==> src/rtl/mem_arbiter_pkg.sv <==
// mem_arbiter_pkg
//   Types and constants shared by the memory arbiter and its neighbours in
//   the request path.
//   - arb_state_t : arbiter FSM states
//   - d_req_t     : captured data-access request (pending register contents)
//   - cuOPType    : control-unit operation class, shared with request_unit
//   - BE_WORD     : full-word byte-enable mask used for instruction fetches
package mem_arbiter_pkg;

  typedef enum logic [1:0] {
    IDLE   = 2'd0,
    IFETCH = 2'd1,
    DACC   = 2'd2
  } arb_state_t;

  typedef enum logic [2:0] {
    OP_NOP    = 3'd0,
    OP_ALU    = 3'd1,
    OP_LOAD   = 3'd2,
    OP_STORE  = 3'd3,
    OP_BRANCH = 3'd4,
    OP_JUMP   = 3'd5
  } cuOPType;

  typedef struct packed {
    logic [31:0] addr;
    logic [31:0] wdata;
    logic [3:0]  be;
    logic        wen;
  } d_req_t;

  localparam logic [3:0] BE_WORD = 4'hF;

endpackage

==> src/rtl/mem_arbiter_timeout_ctr.sv <==
// arb_timeout_ctr
//   8-bit bus-wait counter. Cleared while the arbiter is idle, counts every
//   cycle the bus is requested but not acknowledged.
//   Ports:
//     CLK, nRST : clock, synchronous active-low reset
//     clear     : hold the count at zero
//     enable    : a wait cycle (bus_req high, no bus_ack)
//     expired   : this wait cycle is the one that brings the count to TIMEOUT
module arb_timeout_ctr #(
  parameter int TIMEOUT = 64
) (
  input  logic CLK,
  input  logic nRST,
  input  logic clear,
  input  logic enable,
  output logic expired
);

  // Compare against TIMEOUT-1 so the abort lands on the same edge the count
  // would reach TIMEOUT; bus_req is then high for exactly TIMEOUT cycles.
  localparam logic [7:0] LAST = 8'(TIMEOUT - 1);

  logic [7:0] cnt;

  always_ff @(posedge CLK) begin
    if (!nRST) begin
      cnt <= '0;
    end else if (clear) begin
      cnt <= '0;
    end else if (enable && cnt != 8'hFF) begin
      cnt <= cnt + 8'd1;
    end
  end

  assign expired = enable && (cnt == LAST);

endmodule

==> src/rtl/mem_arbiter.sv <==
// mem_arbiter
//   Serialises instruction fetches and data accesses onto one single-port
//   memory bus. Data accesses win over fetches; a watchdog aborts bus
//   transactions that are never acknowledged.
//
//   state  | meaning
//   IDLE   | bus released; picks pending data access, else a fetch
//   IFETCH | instruction fetch on the bus, waiting for bus_ack
//   DACC   | data read/write on the bus, waiting for bus_ack
//
//   Ports:
//     CLK, nRST                       : clock, synchronous active-low reset
//     imemRen, imemaddr               : level-sensitive fetch request
//     dmmRen, dmmWen, dmmaddr,
//     dmmstore, dmm_be                : one-cycle data request pulses
//     i_ready, imemload               : fetch-complete pulse, fetched word
//     d_ready, dmmload                : data-complete pulse, loaded word
//     bus_req, bus_wen, bus_addr,
//     bus_wdata, bus_be               : memory bus request side
//     bus_rdata, bus_ack              : memory bus response side
//     bus_err                         : watchdog abort pulse
//     d_overrun                       : sticky, a data request was dropped
module mem_arbiter
  import mem_arbiter_pkg::*;
#(
  parameter int TIMEOUT = 64
) (
  input  logic        CLK,
  input  logic        nRST,
  input  logic        imemRen,
  input  logic [31:0] imemaddr,
  input  logic        dmmRen,
  input  logic        dmmWen,
  input  logic [31:0] dmmaddr,
  input  logic [31:0] dmmstore,
  input  logic [3:0]  dmm_be,
  output logic        i_ready,
  output logic        d_ready,
  output logic [31:0] imemload,
  output logic [31:0] dmmload,
  output logic        bus_req,
  output logic        bus_wen,
  output logic [31:0] bus_addr,
  output logic [31:0] bus_wdata,
  output logic [3:0]  bus_be,
  input  logic [31:0] bus_rdata,
  input  logic        bus_ack,
  output logic        bus_err,
  output logic        d_overrun
);

  arb_state_t state;
  d_req_t     d_req;
  logic       d_pend;
  logic       to_expired;

  arb_timeout_ctr #(.TIMEOUT(TIMEOUT)) u_timeout (
    .CLK     (CLK),
    .nRST    (nRST),
    .clear   (state == IDLE),
    .enable  (bus_req && !bus_ack),
    .expired (to_expired)
  );

  always_ff @(posedge CLK) begin
    if (!nRST) begin
      state     <= IDLE;
      d_req     <= '0;
      d_pend    <= 1'b0;
      d_overrun <= 1'b0;
      i_ready   <= 1'b0;
      d_ready   <= 1'b0;
      bus_err   <= 1'b0;
      imemload  <= '0;
      dmmload   <= '0;
      bus_req   <= 1'b0;
      bus_wen   <= 1'b0;
      bus_addr  <= '0;
      bus_wdata <= '0;
      bus_be    <= '0;
    end else begin
      i_ready <= 1'b0;
      d_ready <= 1'b0;
      bus_err <= 1'b0;

      // A new request while one is still pending is dropped, even in the
      // cycle IDLE is consuming the pending one.
      if (dmmRen || dmmWen) begin
        if (d_pend) begin
          d_overrun <= 1'b1;
        end else begin
          d_pend      <= 1'b1;
          d_req.addr  <= dmmaddr;
          d_req.wdata <= dmmstore;
          d_req.be    <= dmm_be;
          d_req.wen   <= dmmWen;
        end
      end

      case (state)
        IDLE: begin
          if (d_pend) begin
            state     <= DACC;
            d_pend    <= 1'b0;
            bus_req   <= 1'b1;
            bus_addr  <= d_req.addr;
            bus_wen   <= d_req.wen;
            bus_wdata <= d_req.wdata;
            bus_be    <= d_req.be;
          end else if (imemRen) begin
            state     <= IFETCH;
            bus_req   <= 1'b1;
            bus_addr  <= imemaddr;
            bus_wen   <= 1'b0;
            bus_wdata <= '0;
            bus_be    <= BE_WORD;
          end
        end

        IFETCH: begin
          if (bus_ack) begin
            state    <= IDLE;
            bus_req  <= 1'b0;
            imemload <= bus_rdata;
            i_ready  <= 1'b1;
          end else if (to_expired) begin
            state   <= IDLE;
            bus_req <= 1'b0;
            bus_err <= 1'b1;
          end
        end

        DACC: begin
          if (bus_ack) begin
            state   <= IDLE;
            bus_req <= 1'b0;
            d_ready <= 1'b1;
            if (!bus_wen) dmmload <= bus_rdata;
          end else if (to_expired) begin
            state   <= IDLE;
            bus_req <= 1'b0;
            bus_err <= 1'b1;
          end
        end

        default: begin
          state   <= IDLE;
          bus_req <= 1'b0;
        end
      endcase
    end
  end

endmodule

==> config.mk <==
export PLATFORM = sky130hd
export DESIGN_NAME = mem_arbiter
export DESIGN_NICKNAME = d
export VERILOG_FILES = /design/src/rtl/mem_arbiter_pkg.sv /design/src/rtl/mem_arbiter_timeout_ctr.sv /design/src/rtl/mem_arbiter.sv
export SDC_FILE = /design/constraint.sdc
export NUM_CORES = 1
export LEC_CHECK = 0
export CAP_MARGIN = 10
export CORE_MARGIN = 4
export CORE_UTILIZATION = 42
export DETAILED_ROUTE_END_ITERATION = 10
export HOLD_SLACK_MARGIN = 0.08
export PLACE_DENSITY = 0.77
export SETUP_SLACK_MARGIN = 0.4
export SYNTH_ARGS = -nofsm -noshare
export SYNTH_HDL_FRONTEND = slang
export SYNTH_HIERARCHICAL = 1
export SYNTH_SLANG_ARGS = --single-unit
==> constraint.sdc <==
create_clock -name CLK -period 1.6 [get_ports CLK]
set_input_delay 0.32 -clock CLK [delete_from_list [all_inputs] [get_ports CLK]]
set_output_delay 0.32 -clock CLK [all_outputs]
set_load 0.03 [all_outputs]
; ---- Yosys cells after proc, flatten, opt, wreduce, memory -nomap -nowiden
; Cells that the tools add are included.
[word_totals]
reg_bits = 218
latchBits = 0
ramBits = 0
rom_bits = 0
input_bits = 138
output_inout_bits = 138
word_cells = 70
mem_count = 0
[classes]
addsub = 1
multipliers = 0
div_mod_pow = 0
order_cmp = 0
eq_ne = 6
n_shift = 0
mux = 23
bitwise_logic = 4
n_reduce_logical = 18
[ops]
columns = op, count
row1 = two-way mux 32 bit, 4
row2 = AND reduction 2 bit, 7
row3 = two-way mux 1 bit, 11
row4 = adder 8 x 1 -> 8 bit (second input constant), 1
row5 = equality test 8 x 6 -> 1 bit (second input constant), 1
row6 = two-way mux 2 bit, 4
row7 = two-way mux 4 bit, 2
row8 = inequality test 8 bit (second input constant), 1
row9 = inverter 1 bit, 4
row10 = case mux 2 bit (2 select lines), 1
row11 = OR reduction 2 bit, 2
row12 = logical AND 1 bit, 3
row13 = inequality test 3 x 1 -> 1 bit (second input constant), 1
row14 = inequality test 3 bit (second input constant), 1
row15 = AND reduction 3 bit, 1
row16 = OR reduction 3 bit, 1
row17 = equality test 2 x 1 -> 1 bit (second input constant), 1
row18 = equality test 2 bit (second input constant), 1
row19 = zero test 2 bit, 1
row20 = case mux 1 bit (2 select lines), 1
row21 = nonzero test 2 bit, 1
row22 = zero test 1 bit, 1
row23 = logical OR 1 bit, 1

; ---- Depth between registers and ports, before layout
; Gate-level depths: netlist of the first run.
[depth]
word_depth = 6
depth_mapped = 7
depth_no_buf = 6

; ---- Modules after synthesis
; Netlist of the first run, hierarchy kept.
[by_module_without_submodules]
columns = mod, instances, cells_per_inst, area_each_um2
row1 = mem_arbiter, 1, 878, 8067.7
row2 = arb_timeout_ctr, 1, 50, 451.7

; ---- Worst setup path after synthesis of the first run
; No wires, ideal clock.
[synth_timing]
path_type = register to register
start = register bus_req
end = register bus_req
arrival_ps = 1626
slack_ps = -145
stages_incl_launch_ff = 6
path_buffers = 0
period_less_slack_ps = 1745
path_cell_list = dfxtp_1 > nor2b_1 > nand3_1 > nor4_1 > nor3b_2 > o221a_2
[synth_via]
elab_chain_len = 4
[synth_rtl]
columns = item, line_no
row1 = from (decl), mem_arbiter.sv:41  ; output logic bus_req,
row2 = from (signal assigned), mem_arbiter.sv:76  ; bus_req <= 1'b0;
row3 = from (signal assigned), mem_arbiter.sv:105  ; bus_req <= 1'b1;
row4 = from (signal assigned), mem_arbiter.sv:112  ; bus_req <= 1'b1;
row5 = logical AND 1 bit, mem_arbiter.sv:61  ; .enable (bus_req && !bus_ack),
row6 = logical AND 1 bit, mem_arbiter_timeout_ctr.sv:35  ; assign expired = enable && (cnt == LAST);
row7 = net to_expired, mem_arbiter.sv:55  ; logic to_expired;
row8 = inequality test 3 x 1 -> 1 bit (no source line), -
row9 = AND reduction 2 bit (no source line), -
; The timed path passes the listed nets, and every way through them passes these cells.
; A chain may end at the register's enable or synchronous reset.

; ---- Final worst setup path of the first run
[layout_timing]
start = register state[0]
end = register dmmload[0]
[layout_via]
elab_chain_len = 2
[layout_rtl]
columns = item, line_no
row1 = from (decl), mem_arbiter.sv:52  ; arb_state_t state;
row2 = from (signal assigned), mem_arbiter.sv:67  ; state <= IDLE;
row3 = from (signal assigned), mem_arbiter.sv:103  ; state <= DACC;
row4 = from (signal assigned), mem_arbiter.sv:111  ; state <= IFETCH;
row5 = equality test 2 bit, mem_arbiter.sv:100  ; case (state)
row6 = AND reduction 3 bit (no source line), -
row7 = to (signal assigned), mem_arbiter.sv:138  ; if (!bus_wen) dmmload <= bus_rdata;
row8 = to (decl), mem_arbiter.sv:40  ; output logic [31:0] dmmload,
; No other way between the ends.

==> impl_metrics.env, run 1 <==
export IMPL_overflow=0
export IMPL_fillerInstances=1284
export IMPL_fin_nets=1422
export IMPL_yosys_area_top_type="dfxtp_1"
export IMPL_synth_seq_cells=218
export IMPL_post_drt_wl_per_cell_um=19.6
export IMPL_clk_pin_slew_worst_paths_ps=60
export IMPL_grt_pass1_vias=7439
export IMPL_antenna_found_initial=1
export IMPL_crit_path_max_incr_delay_ps=330
export IMPL_drc=0
export IMPL_synth_edf_count=0
export IMPL_fin_area_um2=14800
export IMPL_final_util_pct=74.9
export IMPL_die_w_um=150
export IMPL_fin_crit_ps=1450
export IMPL_hold_viol=0
export IMPL_drt_first_pass_iters=5
export IMPL_grt_pass1_wl_mm=38.3
export IMPL_dieArea_um2=22600
export IMPL_htree_levels=1
export IMPL_drtIter0Drc=324
export IMPL_placed_area_um2=11700
export IMPL_setup_violations=0
export IMPL_yosys_warnings=6
export IMPL_hold_path_class="in -> reg"
export IMPL_grt_use_total_pct=20.8
export IMPL_rows=51
export IMPL_via_count=8218
export IMPL_rsz0062_at_grt="yes"
export IMPL_worstSkewPairLatency_ps=510
export IMPL_p_leak_nw=6.22
export IMPL_critical_path_startpoint_type="flip-flop"
export IMPL_vdd_drop_max_mv=0.890
export IMPL_dp_hpwl_mm=16.2
export IMPL_cts_buffers=24
export IMPL_arrival_ps=1870
export IMPL_powerDensity_nw_per_um2=1130
export IMPL_synthesis_area_um2=8520
export IMPL_clk_path_buf_depth=3
export IMPL_report_final_slew_viol_count=0
export IMPL_core_area_um2=19700
export IMPL_worst_slew_pin_slew_ps=392
export IMPL_cap_violations=0
export IMPL_synth_top_area_share_pct=51.2
export IMPL_required_ps=2030
export IMPL_port_buffers=275
export IMPL_synth_distinct_cells=45
export IMPL_crit_type="reg -> reg"
export IMPL_start_util_pct=43.2
export IMPL_synth_ff_type="dfxtp_1"
export IMPL_viasPerCell=5.26
export IMPL_drive_above_1_share_pct=45.9
export IMPL_syn_nets=1070
export IMPL_crit_slowest_cell="dfxtp_2"
export IMPL_synth_common_cells="305 x nand2_1, 218 x dfxtp_1, 128 x a21boi_1, 37 x nor2b_1, 35 x mux2i_1"
export IMPL_area_delta_synth_final_pct=73.4
export IMPL_skew_ps=12.0
export IMPL_synth_area_top_cells="dfxtp_1 51%, nand2_1 13%, a21boi_1 11%"
export IMPL_cts_tree="done"
export IMPL_crit_chain="inv_4, ha_2, and3b_2, buf_6, nand2_1, a21boi_1"
export IMPL_yosysSeqAreaShare_pct=51.2
export IMPL_yosysMostFrequentCell="nand2_1"
export IMPL_maxSlewHeadroom_pct=73.8
export IMPL_cts_root_buf="clkbuf_16"
export IMPL_period_share_pct=90.5
export IMPL_postSynth_asyncResetShare_pct=0
export IMPL_outcome="finished, final reports clean"
export IMPL_clock_sinks=218
export IMPL_worstPathMaxFanout=8
export IMPL_wirelength_mm=30.6
export IMPL_grt_start_max_net_pins=84
export IMPL_syn_inst=928
export IMPL_gp_congestion=0.779
export IMPL_die_y_um=150
export IMPL_ant_nets=0
export IMPL_syn_avg_cell_area_um2=9.18
export IMPL_end_kind="flip-flop"
export IMPL_ioPinCount=276
export IMPL_fmax_mhz=690
export IMPL_holdBufCountCts=0
## cell type report
class                      instances  area [um^2]  area share [%]
timing repair buffer             398         4540            30.8
multi-input combinational        634         4530            30.7
inverter                           4         17.5           0.119
tap                              265          332            2.24
antenna                            1         2.50          0.0169
clock buffer                      41          746            5.05
sequential                       218         4560            30.9
clock inverter                     2         38.8           0.263
## logic make-up (layout without fill, tap and decap cells)
kind of cell | Yosys count | count (layout) | synth area share, %
and+or+nand+nor | 366 | 366 | 18.1
buffers and inverters | 76 | 445 | 4.61
DFF | 218 | 218 | 51.2
adders and majority gates | 4 | 4 | 0.587
muxes | 35 | 35 | 4.11
AOI/OAI and AO/OA | 229 | 229 | 21.4
other | 0 | 1 | 0
## routing by layer
metal	GRT usage, %	wire length, um	share of wire (%)
met5	0	0	0
met4	5.76	976	3.2
met3	8.28	3160	10
met2	35.3	15000	49
met1	24.3	11500	38
## flip-flops by register name, summed over array words and instances (netlist names)
name           flops
bus_addr          32
d_req             69
bus_be             4
bus_wen            1
d_overrun          1
imemload          32
i_ready            1
dmmload           32
state              2
bus_wdata         32
bus_err            1
u_timeout/cnt      8
bus_req            1
d_ready            1
d_pend             1
## critical path, delay by kind of cell, from the launching register on
family / cells / cell delay (ps)
flops: 1 / 330
fa+ha+maj: 1 / 190
compound gates: 1 / 170
simple gates: 2 / 410
buf+inv: 2 / 260
## power breakdown
group | switching, mW | internal [mW] | leakage [nW]
Clock | 2.20 | 3.31 | 0.382
Combinational | 2.43 | 2.42 | 3.99
Sequential | 0.341 | 5.96 | 1.85
Total | 4.98 | 11.7 | 6.22
## cell usage in the layout (no fill, tap or decap), types with 36 or more instances in the layout
master,count
a21boi_1,97
buf_4,69
buf_6,147
clkbuf_16,45
clkdlybuf4s50_1,135
dfxtp_1,73
dfxtp_2,139
nand2_1,250
nor2b_1,36
## per-stage QoR
step	hold slack [ps]	std cells	worst slack [ps]	power, mW	setup TNS, ps
global placement	440	1425	-196	9.64	-8300
global route	176	1563	101	17.3	0
floorplan	435	928	225	8.22	0
finish	176	1563	151	16.7	0
detailed placement	445	1425	-226	9.68	-12480
CTS	159	1487	197	15.4	0
## what timing repair did
item / CTS / global route
pin swaps: 5 / 100
setup endpoints to repair: 347 / 352
gates cloned: 1 / 28
setup buffers: 18 / 47
gates resized for setup: 1051 / 259
## final timing paths
check	start	to	slack (ps)	cells past startpoint
worst max-delay path	state[0]	dmmload[0]	150	6
worst min-delay path	nRST	state[0]	180	2
worst max register to register	state[0]	dmmload[0]	150	6
worst min register to register	d_req[58]	d_req[58]	450	2
(Power assumes the default switching activity.)
==> inputs of run 2 (changes only) <==
CORE_UTILIZATION = 50   (was 42)
CTS_CLUSTER_SIZE = 24   (was unset)
PLACE_DENSITY = 0.86   (was 0.77)
clock period = 1.75 ns   (was 1.6 ns; I/O delays follow)
==> run 2 against run 1 <==
  * Power fell by 12%
  * Highest routed layer unchanged
  * Critical path type unchanged
  * Die area fell by 15%
  * Fmax rose by 0.19%
==> impl_metrics.env, run 2 (synthesis gave the netlist of run 1 again) <==
export IMPL_fin_nets=1383
export IMPL_use_met3_pct=6.76
export IMPL_powerDensity_nw_per_um2=1060
export IMPL_period_share_pct=82.6
export IMPL_wirelength_mm=29.7
export IMPL_dieArea_um2=19200
export IMPL_ioPinCount=276
export IMPL_placed_area_um2=11700
export IMPL_dp_cells=1382
export IMPL_regMostFlops="d_req"
export IMPL_grt_start_max_net_pins=97
export IMPL_hold_viol=0
export IMPL_cts_tree="done"
export IMPL_port_buffers=275
export IMPL_cts_root_buf="clkbuf_16"
export IMPL_clk_pin_slew_worst_paths_ps=60
export IMPL_endpoint="bus_wdata[5]"
export IMPL_clock_sinks=218
export IMPL_rr_startpoint="state[0]"
export IMPL_hold_path_class="in -> reg"
export IMPL_largest_reg_flops=69
export IMPL_maxSlewHeadroom_pct=70.3
export IMPL_crit_path_max_incr_delay_ps=360
export IMPL_start_util_pct=51.2
export IMPL_arrival_ps=1880
export IMPL_crit_start="state[0]"
export IMPL_crit_slowest_cell="dfxtp_2"
export IMPL_grt_pass1_vias=7557
export IMPL_final_common_cell="nand2_1"
export IMPL_htree_levels=1
export IMPL_dp_hpwl_mm=16.1
export IMPL_clk_path_buf_depth=3
export IMPL_ant_nets=0
export IMPL_area_delta_synth_final_pct=63.2
export IMPL_rows=47
export IMPL_grt_use_total_pct=24.5
export IMPL_crit_type="reg -> reg"
export IMPL_required_ps=2180
export IMPL_met2_usage_pct=42.8
export IMPL_worstReg2RegEnd="bus_wdata[5]"
export IMPL_worstPathMaxFanout=8
export IMPL_drtIter0Drc=515
export IMPL_die_w_um=139
export IMPL_fmax_mhz=692
export IMPL_fin_crit_ps=1450
export IMPL_drc=0
export IMPL_drt_first_pass_iters=6
export IMPL_core_area_um2=16600
export IMPL_layout_cells_non_filler=1479
export IMPL_fin_area_um2=13900
export IMPL_grt_pass1_wl_mm=39.3
export IMPL_mostFrequentLayoutCells="285 x nand2_1, 136 x clkdlybuf4s50_1, 132 x buf_6"
export IMPL_antenna_found_initial=1
export IMPL_drive_above_1_share_pct=38.6
export IMPL_via_count=8186
export IMPL_cap_violations=0
export IMPL_worstSkewPairLatency_ps=510
export IMPL_cts_buffers=23
export IMPL_crit_chain="inv_4, ha_4, buf_6, o21ai_4, clkbuf_16, a22oi_2, nor2b_1"
export IMPL_gp_congestion=0.842
export IMPL_report_final_slew_viol_count=0
export IMPL_globalRoute_busiestLayer="met2"
export IMPL_rr_worst_depth=7
export IMPL_p_leak_nw=5.85
export IMPL_die_y_um=139
export IMPL_outcome="finished, final reports clean"
export IMPL_overflow=0
export IMPL_hold_slack_ps=263
export IMPL_setup_violations=0
export IMPL_end_kind="flip-flop"
export IMPL_r2r_slack_ps=300
export IMPL_rsz0062_at_grt="yes"
export IMPL_viasPerCell=5.53
export IMPL_final_util_pct=83.6
export IMPL_worst_slew_pin_slew_ps=445
export IMPL_post_drt_wl_per_cell_um=20.1
export IMPL_skew_ps=26.4
export IMPL_vdd_drop_max_mv=0.888
export IMPL_use_met1_pct=29.6
export IMPL_fillerInstances=886
export IMPL_critical_path_startpoint_type="flip-flop"
-- run 2: changes by cell type in the layout (fill, tap and decap cells not counted), moves of 12 or more --
cell | previous run | this run
buf_6 | 147 | 132
dfxtp_1 | 73 | 90
nand2_4 | 35 | 12
a21boi_1 | 97 | 121
dfxtp_2 | 139 | 123
nand2_1 | 250 | 285
a21boi_2 | 33 | 10
nand2_2 | 21 | 9
buf_4 | 69 | 52
-- run 2: layer usage --
| layer | vias up | routed length (um) |
|---|---|---|
| met5 | - | 0 |
| met4 | 0 | 1220 |
| met3 | 99 | 2310 |
| met2 | 386 | 14900 |
| met1 | 3928 | 11300 |
| li1 | 3773 | - |
-- run 2: repair_timing --
item | 4_1_cts | 5_1_grt
gates resized for setup | 1016 | 176
endpoints found under the setup margin | 240 | 236
buffers inserted | 11 | 26
gates cloned | 2 | 15
hold buffers | 0 | 0
pin swaps | 4 | 66
-- run 2: how the worst min path moves through the flow --
| stage | cells after the start | to | start |
|---|---|---|---|
| floorplan | 2 | d_req[37] | d_req[37] |
| global placement | 2 | d_req[17] | d_req[17] |
| detailed placement | 2 | imemload[29] | imemload[29] |
| CTS | 2 | dmmload[18] | nRST |
| global route | 2 | bus_wdata[6] | nRST |
| finish | 2 | dmmload[18] | nRST |
-- run 2: layout make-up --
class	instances	area (um^2)	area share, %
diodes	1	2.50	0.0180
repair buffers	360	4110	29.6
well taps	220	275	1.98
inverters	4	17.5	0.126
clock inverters	9	58.8	0.423
flip-flops and latches	218	4540	32.6
clock buffers	33	693	4.99
multi-input cells	634	4210	30.3
-- run 2: worst max-delay path, delay by kind of cell, from the launching register on --
| family | cells | cell delay, ps |
|---|---|---|
| adders and majority gates | 1 | 190 |
| DFF | 1 | 360 |
| and+or+nand+nor | 1 | 140 |
| AOI/OAI and AO/OA | 2 | 230 |
| buffers and inverters | 3 | 450 |
-- run 2: stage by stage --
| stage | worst slack [ps] | setup TNS, ps | total power [mW] |
|---|---|---|---|
| after global routing | 260 | 0 | 15.2 |
| after global placement | -73.4 | -157 | 8.84 |
| after floorplan | 374 | 0 | 7.49 |
| after detailed placement | -128 | -984 | 8.92 |
| final | 304 | 0 | 14.8 |
| after CTS | 352 | 0 | 14.0 |
-- run 2: report_power, final --
part / internal, mW / total, mW / switching (mW)
Clock: 2.77 / 4.80 / 2.03
Combinational: 2.09 / 4.19 / 2.10
Sequential: 5.44 / 5.76 / 0.317
